==> src/rtl/sprite_motion.sv <==
// Per-frame sprite position engine: shadows the CPU-written ship position,
// bounces the planet off the screen edges, and flags ship/planet overlap.
module sprite_motion #(
    parameter int HD  = 640,
    parameter int VD  = 480,
    parameter int SPR = 16
) (
    input  logic        clk,
    input  logic        reset,
    input  logic        vsync,
    input  logic        wr_en,
    input  logic [1:0]  addr,
    input  logic [15:0] wdata,
    output logic [15:0] rdata,
    output logic [15:0] x_ship,
    output logic [15:0] y_ship,
    output logic [15:0] x_planet,
    output logic [15:0] y_planet,
    output logic        collision
);

    localparam logic [15:0] X_MAX   = 16'(HD - SPR);
    localparam logic [15:0] Y_MAX   = 16'(VD - SPR);
    localparam logic [15:0] SPR_W   = 16'(SPR);
    localparam logic [15:0] X_SHIP0 = 16'(HD / 2 - SPR / 2);
    localparam logic [15:0] Y_SHIP0 = 16'(VD / 2 - SPR / 2);

    typedef enum logic [1:0] {
        S_WAIT,
        S_UPD_X,
        S_UPD_Y,
        S_COLL
    } state_t;

    state_t      state_q, state_d;
    logic        vsync_q;
    logic [15:0] stg_x_q, stg_x_d;
    logic [15:0] stg_y_q, stg_y_d;
    logic [15:0] ship_x_q, ship_x_d;
    logic [15:0] ship_y_q, ship_y_d;
    logic [15:0] pl_x_q, pl_x_d;
    logic [15:0] pl_y_q, pl_y_d;
    logic        dir_x_q, dir_x_d;
    logic        dir_y_q, dir_y_d;
    logic [3:0]  hs_q, hs_d;
    logic [3:0]  vs_q, vs_d;
    logic [3:0]  hs_w_q, hs_w_d;
    logic [3:0]  vs_w_q, vs_w_d;
    logic        run_q, run_d;
    logic        coll_q, coll_d;
    logic [15:0] rdata_q, rdata_d;
    logic        tick;

    // Returns {new_dir, new_pos}; dir=1 means moving towards zero (left/up).
    function automatic logic [16:0] step_axis(input logic [15:0] pos,
                                              input logic [3:0]  spd,
                                              input logic        dir_neg,
                                              input logic [15:0] lim);
        logic [16:0] sum;
        sum = {1'b0, pos} + {13'b0, spd};
        if (!dir_neg) begin
            if (sum >= {1'b0, lim}) return {1'b1, lim};
            else                    return {1'b0, sum[15:0]};
        end else begin
            if (pos <= {12'b0, spd}) return {1'b0, 16'd0};
            else                     return {1'b1, pos - {12'b0, spd}};
        end
    endfunction

    function automatic logic [15:0] abs_diff(input logic [15:0] a, input logic [15:0] b);
        return (a >= b) ? (a - b) : (b - a);
    endfunction

    assign tick = vsync & ~vsync_q;

    always_comb begin
        state_d  = state_q;
        stg_x_d  = stg_x_q;
        stg_y_d  = stg_y_q;
        ship_x_d = ship_x_q;
        ship_y_d = ship_y_q;
        pl_x_d   = pl_x_q;
        pl_y_d   = pl_y_q;
        dir_x_d  = dir_x_q;
        dir_y_d  = dir_y_q;
        hs_d     = hs_q;
        vs_d     = vs_q;
        hs_w_d   = hs_w_q;
        vs_w_d   = vs_w_q;
        run_d    = run_q;
        coll_d   = coll_q;
        rdata_d  = 16'd0;

        if (tick) begin
            ship_x_d = (stg_x_q > X_MAX) ? X_MAX : stg_x_q;
            ship_y_d = (stg_y_q > Y_MAX) ? Y_MAX : stg_y_q;
        end

        if (wr_en) begin
            case (addr)
                2'd0: stg_x_d = wdata;
                2'd1: stg_y_d = wdata;
                2'd2: begin
                    run_d = wdata[0];
                    if (wdata[1]) coll_d = 1'b0;
                end
                default: begin
                    hs_d = wdata[3:0];
                    vs_d = wdata[7:4];
                end
            endcase
        end

        // The FSM runs after the clear so a same-cycle collision set wins.
        case (state_q)
            S_WAIT: begin
                if (tick && run_q) begin
                    hs_w_d  = hs_q;
                    vs_w_d  = vs_q;
                    state_d = S_UPD_X;
                end
            end
            S_UPD_X: begin
                {dir_x_d, pl_x_d} = step_axis(pl_x_q, hs_w_q, dir_x_q, X_MAX);
                state_d = S_UPD_Y;
            end
            S_UPD_Y: begin
                {dir_y_d, pl_y_d} = step_axis(pl_y_q, vs_w_q, dir_y_q, Y_MAX);
                state_d = S_COLL;
            end
            S_COLL: begin
                if ((abs_diff(ship_x_q, pl_x_q) < SPR_W) &&
                    (abs_diff(ship_y_q, pl_y_q) < SPR_W))
                    coll_d = 1'b1;
                state_d = S_WAIT;
            end
            default: state_d = S_WAIT;
        endcase

        case (addr)
            2'd0:    rdata_d = ship_x_q;
            2'd1:    rdata_d = ship_y_q;
            2'd2:    rdata_d = {14'b0, coll_q, run_q};
            default: rdata_d = pl_x_q;
        endcase
    end

    always_ff @(posedge clk or posedge reset) begin
        if (reset) begin
            state_q  <= S_WAIT;
            vsync_q  <= 1'b0;
            stg_x_q  <= X_SHIP0;
            stg_y_q  <= Y_SHIP0;
            ship_x_q <= X_SHIP0;
            ship_y_q <= Y_SHIP0;
            pl_x_q   <= 16'd0;
            pl_y_q   <= 16'd0;
            dir_x_q  <= 1'b0;
            dir_y_q  <= 1'b0;
            hs_q     <= 4'd2;
            vs_q     <= 4'd1;
            hs_w_q   <= 4'd2;
            vs_w_q   <= 4'd1;
            run_q    <= 1'b0;
            coll_q   <= 1'b0;
            rdata_q  <= 16'd0;
        end else begin
            state_q  <= state_d;
            vsync_q  <= vsync;
            stg_x_q  <= stg_x_d;
            stg_y_q  <= stg_y_d;
            ship_x_q <= ship_x_d;
            ship_y_q <= ship_y_d;
            pl_x_q   <= pl_x_d;
            pl_y_q   <= pl_y_d;
            dir_x_q  <= dir_x_d;
            dir_y_q  <= dir_y_d;
            hs_q     <= hs_d;
            vs_q     <= vs_d;
            hs_w_q   <= hs_w_d;
            vs_w_q   <= vs_w_d;
            run_q    <= run_d;
            coll_q   <= coll_d;
            rdata_q  <= rdata_d;
        end
    end

    assign rdata     = rdata_q;
    assign x_ship    = ship_x_q;
    assign y_ship    = ship_y_q;
    assign x_planet  = pl_x_q;
    assign y_planet  = pl_y_q;
    assign collision = coll_q;

endmodule

==> config.mk <==
export PLATFORM = sky130hd
export DESIGN_NAME = sprite_motion
export DESIGN_NICKNAME = d
export VERILOG_FILES = /design/src/rtl/sprite_motion.sv
export SDC_FILE = /design/constraint.sdc
export NUM_CORES = 1
export LEC_CHECK = 0
export BUFFER_PORTS_ARGS = -buffer_cell sky130_fd_sc_hd__buf_2
export CAP_MARGIN = 20
export CORE_MARGIN = 1.5
export CORE_UTILIZATION = 40
export CTS_BUF_LIST = sky130_fd_sc_hd__clkbuf_4 sky130_fd_sc_hd__clkbuf_8
export DETAILED_ROUTE_END_ITERATION = 16
export GPL_TIMING_DRIVEN = 0
export PLACE_DENSITY = 0.61
export SYNTH_ARGS = -nofsm -noshare
export SYNTH_HDL_FRONTEND = slang
export SYNTH_SLANG_ARGS = --single-unit
==> constraint.sdc <==
create_clock -name clk -period 3.9 [get_ports clk]
set_input_delay 0.39 -clock clk [delete_from_list [all_inputs] [get_ports clk]]
set_output_delay 0.39 -clock clk [all_outputs]
set_load 0.01 [all_outputs]
# After elaboration in Yosys (flattened, before gate mapping)
# Index checks and enable logic that the tools add are counted.
[totals]
reg_bits = 135
inputBits = 22
output_inout_bits = 81
elab_cells = 72
[classes]
addsub = 8
magnitude_cmp = 10
eq_ne = 6
muxes = 18
bitwise = 3
n_reduce_logical = 10
[op_table]
columns = ["op", "n"]
rows = [
  ["17-bit two-way mux", 6],
  ["16-bit two-way mux", 4],
  ["16-bit subtractor", 4],
  ["16-bit case mux with 3 select lines", 1],
  ["16-bit by 4-bit adder with 17-bit output", 2],
  ["16-bit greater-or-equal comparator", 2],
  ["16-bit by 4-bit less-or-equal comparator with 1-bit output", 2],
  ["16-bit by 5-bit < comparator with 1-bit output (second input constant)", 2],
  ["16-bit by 4-bit subtractor with 16-bit output", 2],
  ["17-bit by 10-bit greater-or-equal comparator with 1-bit output (second input constant)", 1],
  ["17-bit by 9-bit greater-or-equal comparator with 1-bit output (second input constant)", 1],
  ["16-bit by 10-bit greater-than comparator with 1-bit output (second input constant)", 1],
  ["16-bit by 9-bit greater-than comparator with 1-bit output (second input constant)", 1],
  ["2-bit AND reduction", 5],
  ["2-bit case mux with 4 select lines", 1],
  ["2-bit equality test (second input constant)", 3],
  ["1-bit two-way mux", 5],
  ["2-bit by 1-bit equality test with 1-bit output (second input constant)", 2],
  ["2-bit zero test", 2],
  ["3-bit OR reduction", 1],
  ["1-bit logical AND", 2],
  ["2-bit two-way mux", 1],
  ["2-bit != test (second input constant)", 1],
  ["1-bit inverter", 2],
  ["1-bit bitwise AND", 1],
]

# Logic depth before layout (Yosys ltp)
[logic_depth]
word_depth = 6
mapped_depth = 13
mapped_depth_nobuf = 12

# Least setup slack after synthesis
# No wires, ideal clock.
[synth_path]
path_type = "reg2reg"
from = "reg ship_y_q[3], in the netlist y_ship[3]"
to = "reg coll_q, in the netlist collision"
setup_ns = 0.087
t_arrival_ns = 3.033
t_required_ns = 3.813
slack_ns = 0.780
path_stages_with_launch = 11
path_buffers = 0
synth_period_minus_slack_ns = 3.120
cell_sequence = "dfstp_2 -> inv_1 -> ha_1 -> a21o_1 -> nor3_1 -> a21oi_2 -> a2111oi_2 -> o2111ai_1 -> or4_1 -> or4b_1 -> a22oi_1"
[synth_via]
elab_chain_cells = 6
word_cells_on_any_way = 8
classes_between = "2 x add/sub; 2 x order compare; 3 x mux; 1 x reduce/logical"
[synth_rtl]
columns = ["element", "line_no", "source"]
rows = [
  ["from (decl)", "40", "logic [15:0] ship_y_q, ship_y_d;"],
  ["from (signal assigned)", "173", "ship_y_q <= ship_y_d;"],
  ["16-bit subtractor / 16-bit greater-or-equal comparator (equally long branches)", "71", "return (a >= b) ? (a - b) : (b - a);"],
  ["16-bit two-way mux (*)", "71", ""],
  ["16-bit by 5-bit < comparator with 1-bit output (*)", "133", "(abs_diff(ship_y_q, pl_y_q) < SPR_W))"],
  ["1-bit logical AND (*)", "132", "if ((abs_diff(ship_x_q, pl_x_q) < SPR_W) &&"],
  ["1-bit two-way mux (*)", "132", ""],
  ["1-bit two-way mux (*)", "115", "case (state_q)"],
  ["net coll_d", "50", "logic coll_q, coll_d;"],
  ["to (signal assigned)", "183", "coll_q <= coll_d;"],
  ["to (decl)", "50", ""],
]
# The timed path passes the listed nets; every way through them passes the cells marked *.
# A chain may end at the register's enable or synchronous reset.

# Worst setup path in the final report
[layout_path]
from = "reg pl_x_q[7], in the netlist x_planet[7]"
to = "reg coll_q, in the netlist collision"
[layout_via]
elab_chain_cells = 6
word_cells_on_any_way = 8
classes_between = "2 x add/sub; 2 x order compare; 3 x mux; 1 x reduce/logical"
[layout_rtl]
columns = ["element", "line_no", "source"]
rows = [
  ["from (decl)", "41", "logic [15:0] pl_x_q, pl_x_d;"],
  ["from (signal assigned)", "174", "pl_x_q <= pl_x_d;"],
  ["16-bit subtractor / 16-bit greater-or-equal comparator (equally long branches)", "71", ""],
  ["16-bit two-way mux (*)", "71", ""],
  ["16-bit by 5-bit < comparator with 1-bit output (*)", "132", ""],
  ["1-bit logical AND (*)", "132", ""],
  ["1-bit two-way mux (*)", "132", ""],
  ["1-bit two-way mux (*)", "115", ""],
  ["net coll_d", "50", ""],
]
# Marks and branches as above.

==> summary.md <==
| Metric | Value |
|---|---|
| Status | `finished, final reports clean` |
| Nets | `1402` |
| Hold WS | `64.9 ps` |
| Largest stage delay, worst path | `640 ps` |
| Slack of the worst reg-to-reg path | `200 ps` |
| CTS Buf Count | `17` |
| Die Y | `162 um` |
| CP max stage cell | `a2111oi_0` |
| Post-Syn Area | `10100 um^2` |
| Die area | `26300 um^2` |
| Synth warn | `0` |
| Final Hold Vio Count | `0` |
| Layout cells sized above 1 | `18.0%` |
| Final TNS setup | `0 ps` |
| Vias per inst | `5.84` |
| Sw Ratio | `44.9%` |
| Post-synth EDFFs | `0` |
| Total placed cells including tap cells | `1604` |
| Setup CP Type | `flip-flop to flip-flop` |
| Post-synth cell types | `83` |
| Most common cell after layout, fill and taps aside | `dfrtp_1` |
| Slew @ Worst Pin | `867 ps` |
| Routed WL | `32.3 mm` |
| Via Count | `9557` |
| Crit path launch type | `flip-flop` |
| Commonest cells after routing, fill and taps aside | `dfrtp_1 (115), buf_2 (106), nand2_1 (101)` |
| Worst skew pair latency | `480 ps` |
| Peak supply drop | `0.421 mV` |
| Total setup buffers inserted after CTS | `0` |
| Async S/R FF share, synth | `100%` |
| Pwr Density | `531 nW/um^2` |
| Worst Clk Skew | `19.4 ps` |
| Maximum fanout along the worst path | `10` |
| Avg WL per Cell | `19.8 um` |
| Row count | `58` |
| Yosys reg bits | `135` |
| Syn_nets | `1278` |
| Max-slew headroom | `42.1%` |
| P_sw | `0.00275 W` |
| Drt first pass iters | `7` |
| Worst R2R Start | `x_planet[7]` |
| RSZ-0062 raised after global routing | `no` |
| Pre-CTS WS | `232 ps` |
| Clock slew at reported path FFs | `100 ps` |
| Seq pwr share | `31.1%` |
| Tot Pwr | `0.00613 W` |
| First-pass GRT wire length | `50.8 mm` |
| Final Non-Filler Cells | `1636` |
| Die W | `162 um` |
| CTS tree | `done` |
| Combinational share of power | `47.5%` |
| Worst Reg-to-Reg Cells | `11` |
| Syn Area/Cell | `8.67 um^2` |
| Hpwl dp | `25.4 mm` |
| Most used flip-flop cell after synthesis | `dfrtp_1` |
| Leakage dissipation | `5.17 nW` |
| R2r endpoint | `collision` |
| Final Setup Violations | `0` |
| Drt drc | `0` |
| Internal power | `0.00338 W` |
| Max-slew violations | `0` |
| Initial core utilization | `40.5%` |
| Deepest clock path buffer count | `2` |
| Period utilization | `94.9%` |
| Ports | `103` |
| Total global routing overflow | `0` |
| IO Port Bufs | `102` |
| HP Class | `input pin to asynchronous set/reset pin` |
| Critical Path RT | `4280 ps` |
| Post-route ant nets | `0` |
| # H-tree levels | `4` |
| 1st-iter DRT viols | `775` |
| Core Box Area | `25000 um^2` |
| Clock power share | `21.4%` |
| F_max | `270 MHz` |
| Root buf cell | `clkbuf_8` |
| Vias in the first global route | `9087` |
| Final WS setup | `198 ps` |
| CTS Sinks | `135` |
| Pin count of the biggest net entering global routing | `40` |
| Final GP Congestion | `0.953` |
| Antenna Cells | `0` |
| Max-cap violations | `0` |
| Post-Syn Instances | `1169` |
| Crit end category | `flip-flop` |
| Synth-to-layout area growth | `14.0%` |
| CP Cell Sequence | `clkbuf_1 > inv_1 > ha_1 > a21oi_1 > o21ai_1 > a221oi_1 > o211ai_1 > a211o_1 > a2111oi_0 > a41oi_1 > a22oi_1` |
| Min Clock Period, post-route | `3700 ps` |
| GRT Util Overall | `25.0%` |
| Critical path data arrival time | `4080 ps` |
| Initial antenna violation count | `0` |
| Post-synthesis sequential area ratio | `33.6%` |
## metal layers
metal  global-route usage [%]  part of all wire, %  vias up
li1                         -                    -     4517
met2                     40.9                   47      359
met3                     3.83                  5.4       41
met1                     34.4                   46     4640
met5                        0                    0        -
met4                     7.01                  1.9        0
## logic make-up (layout without fill, tap and decap cells)
family / Yosys count / count (layout) / share of synthesized area, %
mux: 62 / 62 / 7.00
simple gates: 330 / 330 / 15.6
buf+inv: 163 / 300 / 6.25
xor+xnor: 26 / 26 / 2.25
compound gates: 366 / 366 / 24.3
fa+ha+maj: 87 / 87 / 11.0
flops: 135 / 135 / 33.6
## Yosys cell counts, types with 4 or more instances
master | count | share of area [%]
dfrtp_1 | 115 | 28
nand2_1 | 101 | 3.7
inv_1 | 97 | 3.6
nor2_1 | 84 | 3.1
ha_1 | 83 | 10
a21oi_1 | 76 | 3.8
o21ai_0 | 76 | 3.8
clkbuf_1 | 54 | 2.0
mux2_2 | 50 | 5.6
nor3_1 | 32 | 1.6
a22o_1 | 23 | 2.0
dfstp_2 | 20 | 5.2
nand3_1 | 19 | 0.94
nand4_1 | 19 | 1.2
o21ai_1 | 18 | 0.89
a211oi_1 | 16 | 1.2
a31oi_1 | 16 | 0.99
nand2b_1 | 15 | 0.93
xnor2_1 | 15 | 1.3
o211ai_1 | 14 | 1.0
a21o_1 | 13 | 0.96
a41oi_1 | 13 | 1.1
nor4_1 | 12 | 0.74
o21bai_1 | 12 | 0.89
xor2_1 | 11 | 0.95
mux2i_1 | 9 | 0.89
and3_1 | 8 | 0.49
nor2b_1 | 8 | 0.49
o2111ai_1 | 8 | 0.69
o22ai_1 | 7 | 0.43
a2111oi_0 | 6 | 0.52
a211o_1 | 6 | 0.52
o31ai_1 | 6 | 0.44
o32a_1 | 6 | 0.59
or3_1 | 6 | 0.37
a22oi_1 | 5 | 0.37
a21boi_0 | 4 | 0.30
a32oi_1 | 4 | 0.35
and2_1 | 4 | 0.25
buf_2 | 4 | 0.20
fa_1 | 4 | 0.79
## how the worst max path moves through the flow
| stage | start | end | slack [ps] | cells after the start |
|---|---|---|---|---|
| 5_1_grt | hs_w_q[1] | x_planet[3] | 5 | 11 |
| 2_1_floorplan | y_ship[3] | collision | 780 | 10 |
| 6_report | x_planet[7] | collision | 200 | 11 |
| 4_1_cts | y_ship[3] | collision | 170 | 10 |
| 3_5_place_dp | y_ship[3] | collision | 230 | 10 |
| 3_3_place_gp | y_ship[3] | collision | 170 | 10 |
## metrics by stage
step / area (um^2) / utilization [%]
4_1_cts: 11500 / 46.1
3_5_place_dp: 11100 / 44.4
2_1_floorplan: 10100 / -
6_report: 11600 / 46.2
3_3_place_gp: 11100 / 44.2
5_1_grt: 11600 / 46.2
## final cells by class
| cell class | count | area, um^2 |
|---|---|---|
| sequential | 135 | 3400 |
| inverter | 101 | 383 |
| clock buffer | 18 | 248 |
| tap | 330 | 413 |
| clock inverter | 14 | 181 |
| multi-input combinational | 871 | 6100 |
| timing repair buffer | 105 | 571 |
| buffer | 62 | 254 |
| fill | 2472 | 13500 |
## worst max-delay path: cells and delay by family, from the launching register on
family,cells,cell delay (ps)
AO/OA/AOI/OAI,8,2260
adder cells (fa/ha/maj),1,290
buffers and inverters,2,600
flip-flops,1,460
## registers in the layout, summed over array words and instances, names as in the netlist, 2 cells and up
register / count
hs_q: 4
hs_w_q: 4
rdata: 16
state_q: 2
stg_x_q: 16
stg_y_q: 16
vs_q: 4
vs_w_q: 4
x_planet: 16
x_ship: 16
y_planet: 16
y_ship: 16
## repair_timing
| action | CTS | global route |
|---|---|---|
| resized for setup | 0 | 2 |
| endpoints found under the setup margin | 0 | 1 |
| hold buffers | 0 | 0 |
## power by group through the flow
stage | Combinational [W] | Clock, W | Sequential, W
6_report | 0.00291 | 0.00131 | 0.00191
5_1_grt | 0.00323 | 0.00140 | 0.00195
4_1_cts | 0.00287 | 0.00133 | 0.00191
3_5_place_dp | 0.00285 | 0 | 0.00194
3_3_place_gp | 0.00283 | 0 | 0.00193
2_1_floorplan | 0.00208 | 0 | 0.00188
(Power assumes the default switching activity.)
